<file path="config.mk">
export PLATFORM = sky130hd
export DESIGN_NAME = ed25519_sign_loader
export DESIGN_NICKNAME = d
export VERILOG_FILES = /design/src/rtl/ed25519_sign_loader.sv
export SDC_FILE = /design/constraint.sdc
export NUM_CORES = 1
export LEC_CHECK = 0
export ABC_CLOCK_PERIOD_IN_PS = 2380
export BUFFER_PORTS_ARGS = -buffer_cell sky130_fd_sc_hd__buf_2
export CORE_MARGIN = 2
export CORE_UTILIZATION = 30
export CTS_CLUSTER_DIAMETER = 120
export DETAILED_ROUTE_END_ITERATION = 16
export PLACE_DENSITY_LB_ADDON = 0.05
export SLEW_MARGIN = 40
export SYNTH_ARGS = -nofsm -noshare
export SYNTH_HDL_FRONTEND = slang
export SYNTH_SLANG_ARGS = --single-unit
</file>
<file path="constraint.sdc">
create_clock -name clk -period 2.38 [get_ports clk]
set_clock_uncertainty 0.05 [all_clocks]
set_input_delay 0.476 -clock clk [delete_from_list [all_inputs] [get_ports clk]]
set_output_delay 0.476 -clock clk [all_outputs]
set_load 0.01 [all_outputs]
</file>
<file path="src/rtl/ed25519_sign_loader.sv">
// Byte-serial frame loader for the ed25519_shake128 signer: packs seed and message, fires start.
// Optional watchdog while waiting for core_done is enabled by defining ED_LOADER_TIMEOUT_EN.
module ed25519_sign_loader #(
    parameter int unsigned SEED_BYTES     = 32,
    parameter int unsigned MAX_MSG_BYTES  = 32,
    parameter int unsigned TIMEOUT_CYCLES = 2000000
) (
    input  logic         clk,
    input  logic         rst_n,
    input  logic [7:0]   s_data,
    input  logic         s_valid,
    input  logic         s_last,
    output logic         s_ready,
    output logic [255:0] seed,
    output logic [255:0] msg,
    output logic [6:0]   msg_len,
    output logic         start,
    input  logic         core_done,
    output logic         frame_err,
    output logic         loader_busy
);

    localparam int unsigned CntW = $clog2(SEED_BYTES + 1);

    typedef enum logic [2:0] {
        StSeed,
        StMsg,
        StDrain,
        StFire,
        StWait
    } state_e;

    state_e          state_q, state_d;
    logic [255:0]    seed_q, seed_d;
    logic [255:0]    msg_q, msg_d;
    logic [6:0]      msg_len_q, msg_len_d;
    logic [CntW-1:0] seed_cnt_q, seed_cnt_d;
    logic            busy_q, busy_d;
    logic            err_q, err_d;
    logic            ready_q, ready_d;
    logic            accept;
`ifdef ED_LOADER_TIMEOUT_EN
    logic [31:0]     timer_q, timer_d;
`endif

    assign accept = s_valid & ready_q;

    always_comb begin
        state_d    = state_q;
        seed_d     = seed_q;
        msg_d      = msg_q;
        msg_len_d  = msg_len_q;
        seed_cnt_d = seed_cnt_q;
        busy_d     = busy_q;
        err_d      = 1'b0;
`ifdef ED_LOADER_TIMEOUT_EN
        timer_d    = timer_q;
`endif
        case (state_q)
            StSeed: begin
                if (accept) begin
                    // First byte of a frame wipes the previous frame's message.
                    if (seed_cnt_q == '0) begin
                        msg_d     = '0;
                        msg_len_d = '0;
                        busy_d    = 1'b1;
                    end
                    seed_d = {seed_q[247:0], s_data};
                    if (seed_cnt_q == CntW'(SEED_BYTES - 1)) begin
                        seed_cnt_d = '0;
                        state_d    = s_last ? StFire : StMsg;
                    end else if (s_last) begin
                        err_d      = 1'b1;
                        busy_d     = 1'b0;
                        seed_cnt_d = '0;
                    end else begin
                        seed_cnt_d = seed_cnt_q + 1'b1;
                    end
                end
            end
            StMsg: begin
                if (accept) begin
                    if (msg_len_q == 7'(MAX_MSG_BYTES)) begin
                        err_d = 1'b1;
                        if (s_last) begin
                            busy_d  = 1'b0;
                            state_d = StSeed;
                        end else begin
                            state_d = StDrain;
                        end
                    end else begin
                        msg_d     = {msg_q[247:0], s_data};
                        msg_len_d = msg_len_q + 7'd1;
                        if (s_last) begin
                            state_d = StFire;
                        end
                    end
                end
            end
            StDrain: begin
                if (accept && s_last) begin
                    busy_d  = 1'b0;
                    state_d = StSeed;
                end
            end
            StFire: begin
                state_d = StWait;
`ifdef ED_LOADER_TIMEOUT_EN
                timer_d = '0;
`endif
            end
            StWait: begin
                if (core_done) begin
                    busy_d  = 1'b0;
                    state_d = StSeed;
                end
`ifdef ED_LOADER_TIMEOUT_EN
                else if (timer_q == 32'(TIMEOUT_CYCLES - 1)) begin
                    err_d   = 1'b1;
                    busy_d  = 1'b0;
                    state_d = StSeed;
                end else begin
                    timer_d = timer_q + 32'd1;
                end
`endif
            end
            default: begin
                state_d = StSeed;
            end
        endcase
        // Registered ready keeps s_ready low through reset and drops it right after the last byte.
        ready_d = (state_d == StSeed) || (state_d == StMsg) || (state_d == StDrain);
    end

    always_ff @(posedge clk or negedge rst_n) begin
        if (!rst_n) begin
            state_q    <= StSeed;
            seed_q     <= '0;
            msg_q      <= '0;
            msg_len_q  <= '0;
            seed_cnt_q <= '0;
            busy_q     <= 1'b0;
            err_q      <= 1'b0;
            ready_q    <= 1'b0;
`ifdef ED_LOADER_TIMEOUT_EN
            timer_q    <= '0;
`endif
        end else begin
            state_q    <= state_d;
            seed_q     <= seed_d;
            msg_q      <= msg_d;
            msg_len_q  <= msg_len_d;
            seed_cnt_q <= seed_cnt_d;
            busy_q     <= busy_d;
            err_q      <= err_d;
            ready_q    <= ready_d;
`ifdef ED_LOADER_TIMEOUT_EN
            timer_q    <= timer_d;
`endif
        end
    end

    assign s_ready     = ready_q;
    assign seed        = seed_q;
    assign msg         = msg_q;
    assign msg_len     = msg_len_q;
    assign start       = (state_q == StFire);
    assign frame_err   = err_q;
    assign loader_busy = busy_q;

endmodule
</file>
* Word-level counts from Yosys, hierarchy flattened *
Index checks and enable logic that the tools add are counted.
Widths: inputs -> output; s select.

operators by class
  equality and inequality tests = 16
  $add $sub $neg = 2
  muxes and demuxes = 38
  reduce and logical (&&, ||, !) cells = 11
  bitwise gates (word level) = 1

operator list
  operator             number
  $mux 256             4
  $pmux 256 s2         1
  $mux 7               4
  $mux 3               7
  $ne 2x2->1 const B   8
  $pmux 3 s5           1
  $mux 1               14
  $pmux 7 s2           1
  $mux 6               2
  $eq 3x2->1 const B   3
  $add 7x1->7 const B  1
  $eq 7x6->1 const B   1
  $reduce_and 7->1     1
  $add 6x1->6 const B  1
  $eq 3x1->1 const B   2
  $eq 6x5->1 const B   1
  $logic_not 3->1      2
  $logic_not 6->1      1
  $reduce_and 5->1     1
  $mux 2               2
  $pmux 1 s4           1
  $reduce_bool 4->1    1
  $eq 3x3->1 const B   1
  $logic_or 1x1->1     2
  other kinds (5)      5

storage, ports and cells
  bits of input ports = 13
  word-level logic and storage cells = 76
  register bits after elaboration = 531
  output and inout port bits = 523

* Logic depth before layout (Yosys ltp) *
Gate-level depths: netlist of the first run.

  word-level depth = 7
  gate-level depth with buffers = 9
  gate-level depth less buffers = 6

* Worst setup path after synthesis of the first run *
OpenSTA, ideal clock, no wires.

  path type = flip-flop to flip-flop
  from = register msg_len_q[4], in the netlist msg_len[4]
  to = register msg_q[215], in the netlist msg[215]
  setup slack = 0.646 ns
  required time = 2.213 ns
  clock period less this slack = 1.734 ns
  library setup time = 0.117 ns
  path buffers = 3
  arrival = 1.567 ns
  cell stages (with the launch flop) = 9
  cells stage by stage = dfrtp_1 nor4b_2 nand3_2 nor2b_1 buf_6 buf_6 buf_2 nand2_1 nand2_1

on the way
  longest elaborated chain between the ends = 3

RTL lines
  item                        RTL line  text
  start, declared             36        logic [6:0] msg_len_q, msg_len_d;
  start signal, assigned      152       msg_len_q <= msg_len_d;
  $eq 7x6->1                  83        if (msg_len_q == 7'(MAX_MSG_BYTES)) begin
  $ne 2x2->1 (no line)        n/a
  $reduce_and 5->1 (no line)  n/a
  end signal, assigned        151       msg_q <= msg_d;
  end, declared               35        logic [255:0] msg_q, msg_d;

Every way passes these cells.
A chain may end at the register's enable or synchronous reset.

* Worst setup path after layout of the first run *
  from = register seed_cnt_q[0]
  to = register msg_q[89], in the netlist msg[89]

on the way
  longest elaborated chain between the ends = 3

RTL lines
  item                        RTL line  text
  start, declared             37        logic [CntW-1:0] seed_cnt_q, seed_cnt_d;
  start signal, assigned      153       seed_cnt_q <= seed_cnt_d;
  $logic_not 6->1             63        if (seed_cnt_q == '0) begin
  $ne 2x2->1 (no line)        n/a
  $reduce_and 5->1 (no line)  n/a

Every way passes these cells.

==> summary.md, run 1 <==
| Metric | Value |
|---|---|
| Initial antenna violation count | 3 |
| Remaining global-route overflow | 0 |
| Final #Nets | 2,843 |
| Syn nets | 2,337 |
| Layout area overhead | 27.8% |
| Post-DRT Antenna Nets | 0 |
| Syn Inst Count | 2,320 |
| Tcrit/Tclk final | 0.921 |
| Clock latency on the worst-skew pair | 0.61 ns |
| Initial DRT Pass Iterations | 5 |
| GRT Total Usage | 0.191 |
| Postcts setup bufs | 0 |
| Chip Width | 267 um |
| Clk root buf | clkbuf_16 |
| Final setup TNS | 0 ns |
| Yosys top cell area share | 0.638 |
| Finished Core Util | 0.387 |
| Post-synth EDFFs | 0 |
| Post-DP HPWL | 47,900 um |
| Final Critical Period | 2.19 ns |
| Clock transition at path regs | 0.06 ns |
| Outcome | completed |
| Initial Util | 0.303 |
| Inst Count DP | 3,692 |
| Final Max Slew Viols | 0 |
| Synth cell types | 41 |
| Sequential share of the synthesized area | 0.638 |
| FF+latch count, synth | 531 |
| Num ports | 536 |
| Clk sinks | 531 |
| Vias | 17,200 |
| Final setup violating endpoints | 0 |
| Worst-path cell chain | inv_1 > ha_1 > and2_1 > nand2_8 > buf_12 > buf_16 > nand3_1 > nand2_1 |
| Clk buf depth | 3 |
| Top sig layer | met5 |
| Die height | 267 um |
| Ranking of synthesized cells by area | dfrtp_1 64%, nand2_1 23%, nand3_1 6.3% |
| Worst reg2reg setup slack | 0.19 ns |
| Port buffer count | 535 |
| Top FF cell, synth | dfrtp_1 |
| Measured slew at the worst slew-check pin | 0.780 ns |
| Share of layout cells above drive strength 1 | 0.239 |
| Met3 routed WL | 4970 um |
| Yosys top cell by area | dfrtp_1 |
| Wirelength per Cell | 18.3 um |
| Critical Path Fanout Max | 116 |
| H-Tree Depth | 2 |
| Wl on met1 | 30,400 um |
| Cells on Worst Hold Path | 3 |
| Req. time, crit path | 2.87 ns |
| Worst-case headroom to the max-slew limit | 0.480 |
| Fmax | 456 MHz |
| Hold Slack | 0.0875 ns |
| Vias in the first global route | 17,000 |
| Path type of the worst setup path | register to register |
| Leak | 16.0 nW |
| Slowest stage delay, CP | 0.42 ns |
| Peak VDD IR | 0.590 mV |
| Worst r2r path cells | 8 |
| Largest net degree at the start of global routing | 184 |
| 1st-iter DRT viols | 1,183 |
| Synthesized area | 20,800 sq um |
| CORE AREA | 68,700 sq um |
| YS warnings | 0 |
| Final wirelength | 69,800 um |
| DRC | 0 |
| RSZ-0062 raised after global routing | no |
| Mean number of vias per cell | 4.52 |
| CTS buffer count | 61 |
| Max_cap viols | 0 |
| Power Dens Cells | 1070 nW/um^2 |
| Synth async-reset ratio | 1.00 |
| Final hold violation count | 0 |
| Slowest CP cell | dfrtp_1 |
| Average cell area after synthesis | 8.98 sq um |
| Global-route wire length before repair | 106,000 um |
| Met2 Wirelength | 32,600 um |
| Die area | 71,500 sq um |
| Num rows | 96 |
| Setup crit start kind | register |
| Worst min-delay path category | input pin to register |
| Non-Filler Instances | 3,804 |
| Placer Congestion | 0.777 |
| CP arrival | 2.69 ns |
| CTS tree | done |
| Worst Setup End Kind | register |
| # fillers | 7,139 |
worst max-delay path, delay by kind of cell, from the launching register on:
family | cells | cell delay (ns)
simple gates | 4 | 0.58
flops | 1 | 0.42
buf+inv | 3 | 0.75
fa+ha+maj | 1 | 0.19
registers in the layout (all words and copies together), names as in the netlist:
register     count
msg            256
seed           256
s_ready          1
seed_cnt_q       6
frame_err        1
msg_len          7
state_q          3
loader_busy      1
final cells by class:
class / count / area (sq um) / share of cell area
Sequential cell: 531 / 13300 / 0.499
Multi-Input combinational cell: 1635 / 6760 / 0.254
Timing Repair Buffer: 589 / 3440 / 0.129
Clock buffer: 98 / 1830 / 0.0686
Tap cell: 931 / 1160 / 0.0438
Clock inverter: 10 / 100 / 0.00376
Inverter: 8 / 30.0 / 0.00113
Antenna cell: 2 / 5.00 / 0.000188
cell usage after synthesis (3+ instances only):
cell and count:
nand3_1 262, ha_1 4, o21ai_0 9, a21oi_1 6
nand2_1 1299, clkbuf_1 23, nor2_1 8, nand4_1 3
inv_1 8, or4_1 5, o211ai_1 4, buf_2 107
dfrtp_1 531, and2_1 3, buf_6 13
metal layers:
layer,up-vias,global-route usage
li1,8309,-
met1,8373,0.256
met2,418,0.300
met3,103,0.0540
met4,4,0.0538
met5,-,0
worst paths after layout:
path	startpoint	end
max	seed_cnt_q[0]	msg[89]
min	s_data[6]	seed[6]
max reg2reg	seed_cnt_q[0]	msg[89]
min reg2reg	seed[255]	seed[255]
max in group asynchronous	rst_n	seed[91]
min in group asynchronous	rst_n	msg[176]
placed cells by master (no fill, tap or decap), drive strengths merged, types with 2 or more instances in the layout:
cell / synthesis / layout
nand2: 1300 / 1300
nor4: 2 / 2
nand3: 264 / 264
buf: 123 / 588
o21ai: 9 / 9
o211ai: 4 / 4
diode: 0 / 2
ha: 4 / 4
nor2b: 2 / 2
mux2i: 2 / 2
and2: 3 / 3
o31ai: 2 / 2
clkinv: 0 / 8
inv: 8 / 8
nor3: 2 / 2
bufinv: 0 / 2
a21oi: 6 / 6
dfrtp: 531 / 531
nor2: 9 / 9
clkbuf: 23 / 98
a31oi: 2 / 2
nand2b: 2 / 2
or4: 5 / 5
nand4: 3 / 3
power by group:
| part | internal (mW) | switching [mW] | leakage (nW) |
|---|---|---|---|
| combinational | 2.23 | 5.21 | 7.80 |
| sequential | 10.6 | 1.42 | 7.29 |
| clock | 5.39 | 3.73 | 0.951 |
| total | 18.2 | 10.4 | 16.0 |
logic make-up after synthesis:
| kind of cell | after synthesis | synth area share |
|---|---|---|
| buffers and inverters | 154 | 0.0391 |
| and+or+nand+nor | 1597 | 0.310 |
| AOI/OAI and AO/OA | 30 | 0.00907 |
| DFF | 531 | 0.638 |
| xor gates and xnor gates | 2 | 0.000841 |
| adders and majority gates | 4 | 0.00240 |
| muxes | 2 | 0.000961 |
timing repair:
item                                   4_1_cts  5_1_grt
setup endpoints to repair                    0        1
hold buffers                                 1        0
endpoints found under the hold margin       29        0
gates resized for setup                      0        1
per-stage QoR:
stage / worst slack [ns] / power, mW / area [sq um]
2_1_floorplan: 0.646 / 16.0 / 20800
4_1_cts: 0.00923 / 29.1 / 26600
3_5_place_dp: 0.257 / 19.7 / 24600
5_1_grt: 0.0567 / 30.4 / 26600
3_3_place_gp: 0.306 / 19.7 / 24600
6_report: 0.187 / 28.6 / 26600
Note: power is estimated with default switching activity, not from simulation.
==> run 2: changes to the inputs <==
--- a/config.mk
+++ b/config.mk
@@ -6,12 +6,13 @@
 export NUM_CORES = 1
 export LEC_CHECK = 0
 export ABC_CLOCK_PERIOD_IN_PS = 2380
-export BUFFER_PORTS_ARGS = -buffer_cell sky130_fd_sc_hd__buf_2
 export CORE_MARGIN = 2
 export CORE_UTILIZATION = 30
 export CTS_CLUSTER_DIAMETER = 120
 export DETAILED_ROUTE_END_ITERATION = 16
+export DONT_BUFFER_PORTS = 1
 export PLACE_DENSITY_LB_ADDON = 0.05
+export REMOVE_ABC_BUFFERS = 1
 export SLEW_MARGIN = 40
 export SYNTH_ARGS = -nofsm -noshare
 export SYNTH_HDL_FRONTEND = slang
==> run 2 against run 1 <==
- the flow now finishes with violations (negative hold slack)
- total power down 5.0%
- die area stayed put
- setup slack better by 0.050 ns
- critical path type is now register to output pin
- largest cell class unchanged
- highest routed layer is now met4
==> summary.md, run 2 (synthesis gave the netlist of run 1 again) <==
| Metric | Value |
|---|---|
| Worst min-delay path category | input pin to async pin |
| Worst-path cell chain | nor2b_1 > and2_1 |
| Vias in the first global route | 14,700 |
| Clk network pwr share | 0.332 |
| Flop pwr share | 0.493 |
| Num ports | 536 |
| Initial Util | 0.303 |
| Largest net degree at the start of global routing | 532 |
| CORE AREA | 68,700 sq um |
| Clk root buf | clkbuf_16 |
| Non-Filler Instances | 3,270 |
| Max_cap viols | 0 |
| Global-route wire length before repair | 97,600 um |
| Initial DRT Pass Iterations | 5 |
| Final wirelength | 64,500 um |
| Setup crit start kind | register |
| CTS tree | done |
| H-Tree Depth | 2 |
| Pre-CTS setup slack | 0.321 ns |
| Die area | 71,500 sq um |
| Num rows | 96 |
| Chip Width | 267 um |
| Design area | 24,100 sq um |
| Path type of the worst setup path | register to output pin |
| Slowest stage delay, CP | 0.51 ns |
| Final hold violation count | 179 |
| Peak VDD IR | 0.588 mV |
| Port buffer count | 0 |
| CTS buffer count | 60 |
| Vias | 15,200 |
| Placer Congestion | 0.776 |
| Pint | 17.2 mW |
| Net Sw Frac | 0.367 |
| Post-DRT Antenna Nets | 0 |
| Clock latency on the worst-skew pair | 0.61 ns |
| Req. time, crit path | 1.85 ns |
| Finished Core Util | 0.351 |
| Post-place instance area | 21,800 sq um |
| Final setup violating endpoints | 0 |
| Commonest non-fill, non-tap cells in the layout | 1,299 x nand2_1, 530 x dfrtp_1, 262 x nand3_1 |
| P_sw | 9.96 mW |
| Final setup TNS | 0 ns |
| Hold Slack | -0.114 ns |
| Final Max Slew Viols | 0 |
| Wirelength per Cell | 19.7 um |
| Worst Setup End Kind | output pin |
| Power, Total | 27.2 mW |
| Layout area overhead | 15.7% |
| Clock transition at path regs | 0.06 ns |
| CP arrival | 1.62 ns |
| Post-DP HPWL | 41,300 um |
| Leak | 13.2 nW |
| Leading cell type in the layout, fill and taps excluded | nand2_1 |
| Worst setup slack after layout | 0.237 ns |
| Remaining global-route overflow | 0 |
| Inst Count DP | 3,144 |
| Worst-case headroom to the max-slew limit | 0.594 |
| Number of diodes | 0 |
| Crit-path leading delay family | flip-flops |
| Clk sinks | 531 |
| Fmax | 467 MHz |
| Clk buf depth | 3 |
| Slowest CP cell | dfrtp_2 |
| RSZ-0062 raised after global routing | no |
| Power Dens Cells | 1130 nW/um^2 |
| Critical Path Fanout Max | 12 |
| Measured slew at the worst slew-check pin | 0.609 ns |
| Tcrit/Tclk final | 0.900 |
| Outcome | finished, violations left |
| Final #Nets | 2,313 |
| DRC | 0 |
| Failing checks | negative hold slack |
| Mean number of vias per cell | 4.64 |
| Final Critical Period | 2.14 ns |
| WP buf/inv | 0 |
| Comb power frac | 0.176 |
| Share of layout cells above drive strength 1 | 0.0637 |
| Initial antenna violation count | 0 |
| GRT Total Usage | 0.176 |
| 1st-iter DRT viols | 1,221 |
| Die height | 267 um |
[run 2: cell types whose count changed in the layout (fill, tap and decap cells not counted), moves of 2 or more]
cell / before / now
clkbuf_1: 21 / 14
dlygate4sd3_1: 1 / 12
buf_16: 1 / 8
buf_12: 26 / 24
clkbuf_8: 16 / 18
buf_4: 25 / 16
buf_2: 534 / 0
diode_2: 2 / 0
[run 2: area by class of cell]
cell class                      count  area, sq um
Fill cell                        7093        44600
Multi-Input combinational cell   1635         6760
Sequential cell                   531        13300
Timing Repair Buffer               60          941
Inverter                            8         30.0
Tap cell                          931         1160
Clock buffer                       92         1800
Clock inverter                     13          108
[run 2: worst reg2reg max path, stage by stage, from the launching register on]
cell	delay, ns
dfrtp_1	0.46
and4bb_1	0.43
nand2_1	0.15
nor2b_4	0.22
buf_12	0.24
buf_4	0.29
nand2_1	0.08
nand2_1	0.06
[run 2: worst paths after layout]
check	from	endpoint	slack, ns	depth (start not counted)
max in group asynchronous	rst_n	msg[38]	0.76	4
max	state_q[0]	start	0.24	2
max reg2reg	state_q[2]	msg[94]	0.34	7
min reg2reg	seed[255]	seed[255]	0.49	2
min in group clk	s_valid	state_q[0]	0.12	3
min	rst_n	seed[10]	-0.11	2
[run 2: power by group through the flow]
stage / logic, mW / clock network [mW] / registers [mW]
finish: 4.78 / 9.01 / 13.4
global route: 5.52 / 9.73 / 13.6
CTS: 4.65 / 9.36 / 13.5
detailed placement: 4.62 / 0 / 13.6
global placement: 4.56 / 0 / 13.6
floorplan: 2.88 / 0 / 13.0
[run 2: repair_timing]
action,CTS,global route
endpoints found under the hold margin,554,306
setup endpoints to repair,0,1
setup buffers,0,0
hold buffers,11,6
gates resized for setup,0,1
[run 2: per-layer routing]
metal	track usage	vias up	share of wire	wire (um)
li1	-	7238	-	-
met1	0.208	7431	0.38	24600
met3	0.0798	78	0.11	6940
met5	0	-	0	0
met4	0.0462	0	0.022	1410
met2	0.288	437	0.49	31600
==> run 3: changes to the inputs <==
--- a/config.mk
+++ b/config.mk
@@ -6,11 +6,13 @@
 export NUM_CORES = 1
 export LEC_CHECK = 0
 export ABC_CLOCK_PERIOD_IN_PS = 2380
+export CAP_MARGIN = 20
 export CORE_MARGIN = 2
 export CORE_UTILIZATION = 30
 export CTS_CLUSTER_DIAMETER = 120
 export DETAILED_ROUTE_END_ITERATION = 16
 export DONT_BUFFER_PORTS = 1
+export MAX_ROUTING_LAYER = met4
 export PLACE_DENSITY_LB_ADDON = 0.05
 export REMOVE_ABC_BUFFERS = 1
 export SLEW_MARGIN = 40
==> run 3 against run 2 <==
- the flow still finishes with violations (negative hold slack)
- non-clock buffer count shrank 1
- first-iteration DRC count grew 0.98%
- combinational power is essentially flat
- highest routed layer unchanged
- fmax is essentially flat
- die area is the same
- sequential power is essentially flat
- register-to-register slack is essentially flat
==> summary.md, run 3 (synthesis gave the netlist of run 1 again) <==
| Metric | Value |
|---|---|
| Outcome | finished, violations left |
| Failing checks | negative hold slack |
| Finished Core Util | 0.350 |
| Setup crit start kind | register |
| Met3 routed WL | 6670 um |
| Die area | 71,500 sq um |
| Hold Slack | -0.124 ns |
| Power Dens Cells | 1130 nW/um^2 |
| Final Critical Period | 2.14 ns |
| CORE AREA | 68,700 sq um |
| GRT Total Usage | 0.181 |
| Tcrit/Tclk final | 0.901 |
| Worst min-delay path category | input pin to async pin |
| H-Tree Depth | 2 |
| Share of layout cells above drive strength 1 | 0.0633 |
| Path type of the worst setup path | register to output pin |
| Clock transition at path regs | 0.06 ns |
| Final wirelength | 64,500 um |
| Commonest non-fill, non-tap cells in the layout | 1,299 x nand2_1, 530 x dfrtp_1, 262 x nand3_1 |
| Num ports | 536 |
| Initial antenna violation count | 0 |
| Non-Filler Instances | 3,269 |
| Reg-to-reg critical path startpoint | state_q[2] |
| CTS tree | done |
| Leading cell type in the layout, fill and taps excluded | nand2_1 |
| Post-DRT Antenna Nets | 0 |
| Remaining global-route overflow | 0 |
| Post-DP HPWL | 41,300 um |
| Worst r2r path cells | 7 |
| # fillers | 7,104 |
| Met2 Wirelength | 31,400 um |
| Wl on met1 | 24,900 um |
| Layout area overhead | 15.5% |
| Clock latency on the worst-skew pair | 0.61 ns |
| Inst Count DP | 3,144 |
| Worst Setup End Kind | output pin |
| Leak | 13.2 nW |
| Power, Total | 27.2 mW |
| Top sig layer | met4 |
| Placer Congestion | 0.787 |
| Initial Util | 0.303 |
| Largest net degree at the start of global routing | 532 |
| Final setup violating endpoints | 0 |
| CP startpoint | state_q[0] |
| Critical Path Fanout Max | 12 |
| Capturing point of the worst reg2reg path | msg[94] |
| CP arrival | 1.62 ns |
| Initial DRT Pass Iterations | 5 |
| Vias in the first global route | 14,700 |
| Wirelength per Cell | 19.7 um |
| Final setup TNS | 0 ns |
| Measured slew at the worst slew-check pin | 0.674 ns |
| Worst-case headroom to the max-slew limit | 0.551 |
| Final hold violation count | 188 |
| Clk root buf | clkbuf_16 |
| Number of diodes | 0 |
| Global-route wire length before repair | 97,500 um |
| 1st-iter DRT viols | 1,233 |
| Fmax | 466 MHz |
| Worst reg2reg setup slack | 0.35 ns |
| Vias | 15,200 |
| Final Max Slew Viols | 0 |
| Postcts setup bufs | 0 |
| Setup crit end | start |
| Chip Width | 267 um |
| Final #Nets | 2,312 |
| Mean number of vias per cell | 4.66 |
| DRC | 0 |
| Num rows | 96 |
| Peak VDD IR | 0.586 mV |
| Clk buf depth | 3 |
| Req. time, crit path | 1.85 ns |
| RSZ-0062 raised after global routing | no |
| CTS buffer count | 60 |
| Port buffer count | 0 |
| Die height | 267 um |
| Max_cap viols | 0 |
| Clk sinks | 531 |
## run 3: changes by cell type in the layout (fill, tap and decap cells not counted)
cell,previous run,this run
buf_12,24,26
buf_16,8,5
## run 3: how the worst min path moves through the flow
stage / endpoint / slack (ns) / cells after the start
finish: seed[39] / -0.12 / 2
global route: seed[83] / -0.09 / 2
CTS: seed[242] / -0.54 / 0
detailed placement: seed[242] / 0.15 / 0
global placement: seed[242] / 0.14 / 0
floorplan: frame_err / 0.13 / 0
## run 3: repair_timing
action                                  4_1_cts  5_1_grt
endpoints found under the setup margin        0        1
resized for setup                             0        1
endpoints found under the hold margin       554      290
hold buffers                                 11        5
## run 3: final cells by class
type                    instances  area (sq um)  area share
repair buffers                 59           898      0.0374
multi-input cells            1635          6760       0.281
inverters                       8          30.0     0.00125
clock inverters                13           108     0.00447
well taps                     931          1160      0.0484
flip-flops and latches        531         13300       0.553
clock buffers                  92          1800      0.0749
## run 3: where the power goes
| part | switching [mW] | total (mW) | internal (mW) |
|---|---|---|---|
| clock | 3.76 | 9.03 | 5.27 |
| sequential | 2.78 | 13.4 | 10.6 |
| combinational | 3.43 | 4.77 | 1.34 |
| total | 9.97 | 27.2 | 17.2 |
## run 3: metal layers
layer / vias up / GRT usage
met4: 0 / 0.0462
li1: 7242 / -
met5: - / -
met3: 85 / 0.0770
met2: 429 / 0.289
met1: 7469 / 0.209
## run 3: through the flow
stage	setup slack, ns	cell area, sq um	hold WS, ns
final	0.236	24000	-0.124
after global routing	0.131	24000	-0.0935
after CTS	0.0450	23800	-0.537
after detailed placement	0.321	21800	0.146
after global placement	0.340	21800	0.143
after floorplan	-7.46	20000	0.130
## run 3: critical path: stages (launching register included)
cell	delay [ns]
dfrtp_2	0.51
nor2b_1	0.20
and2_1	0.29
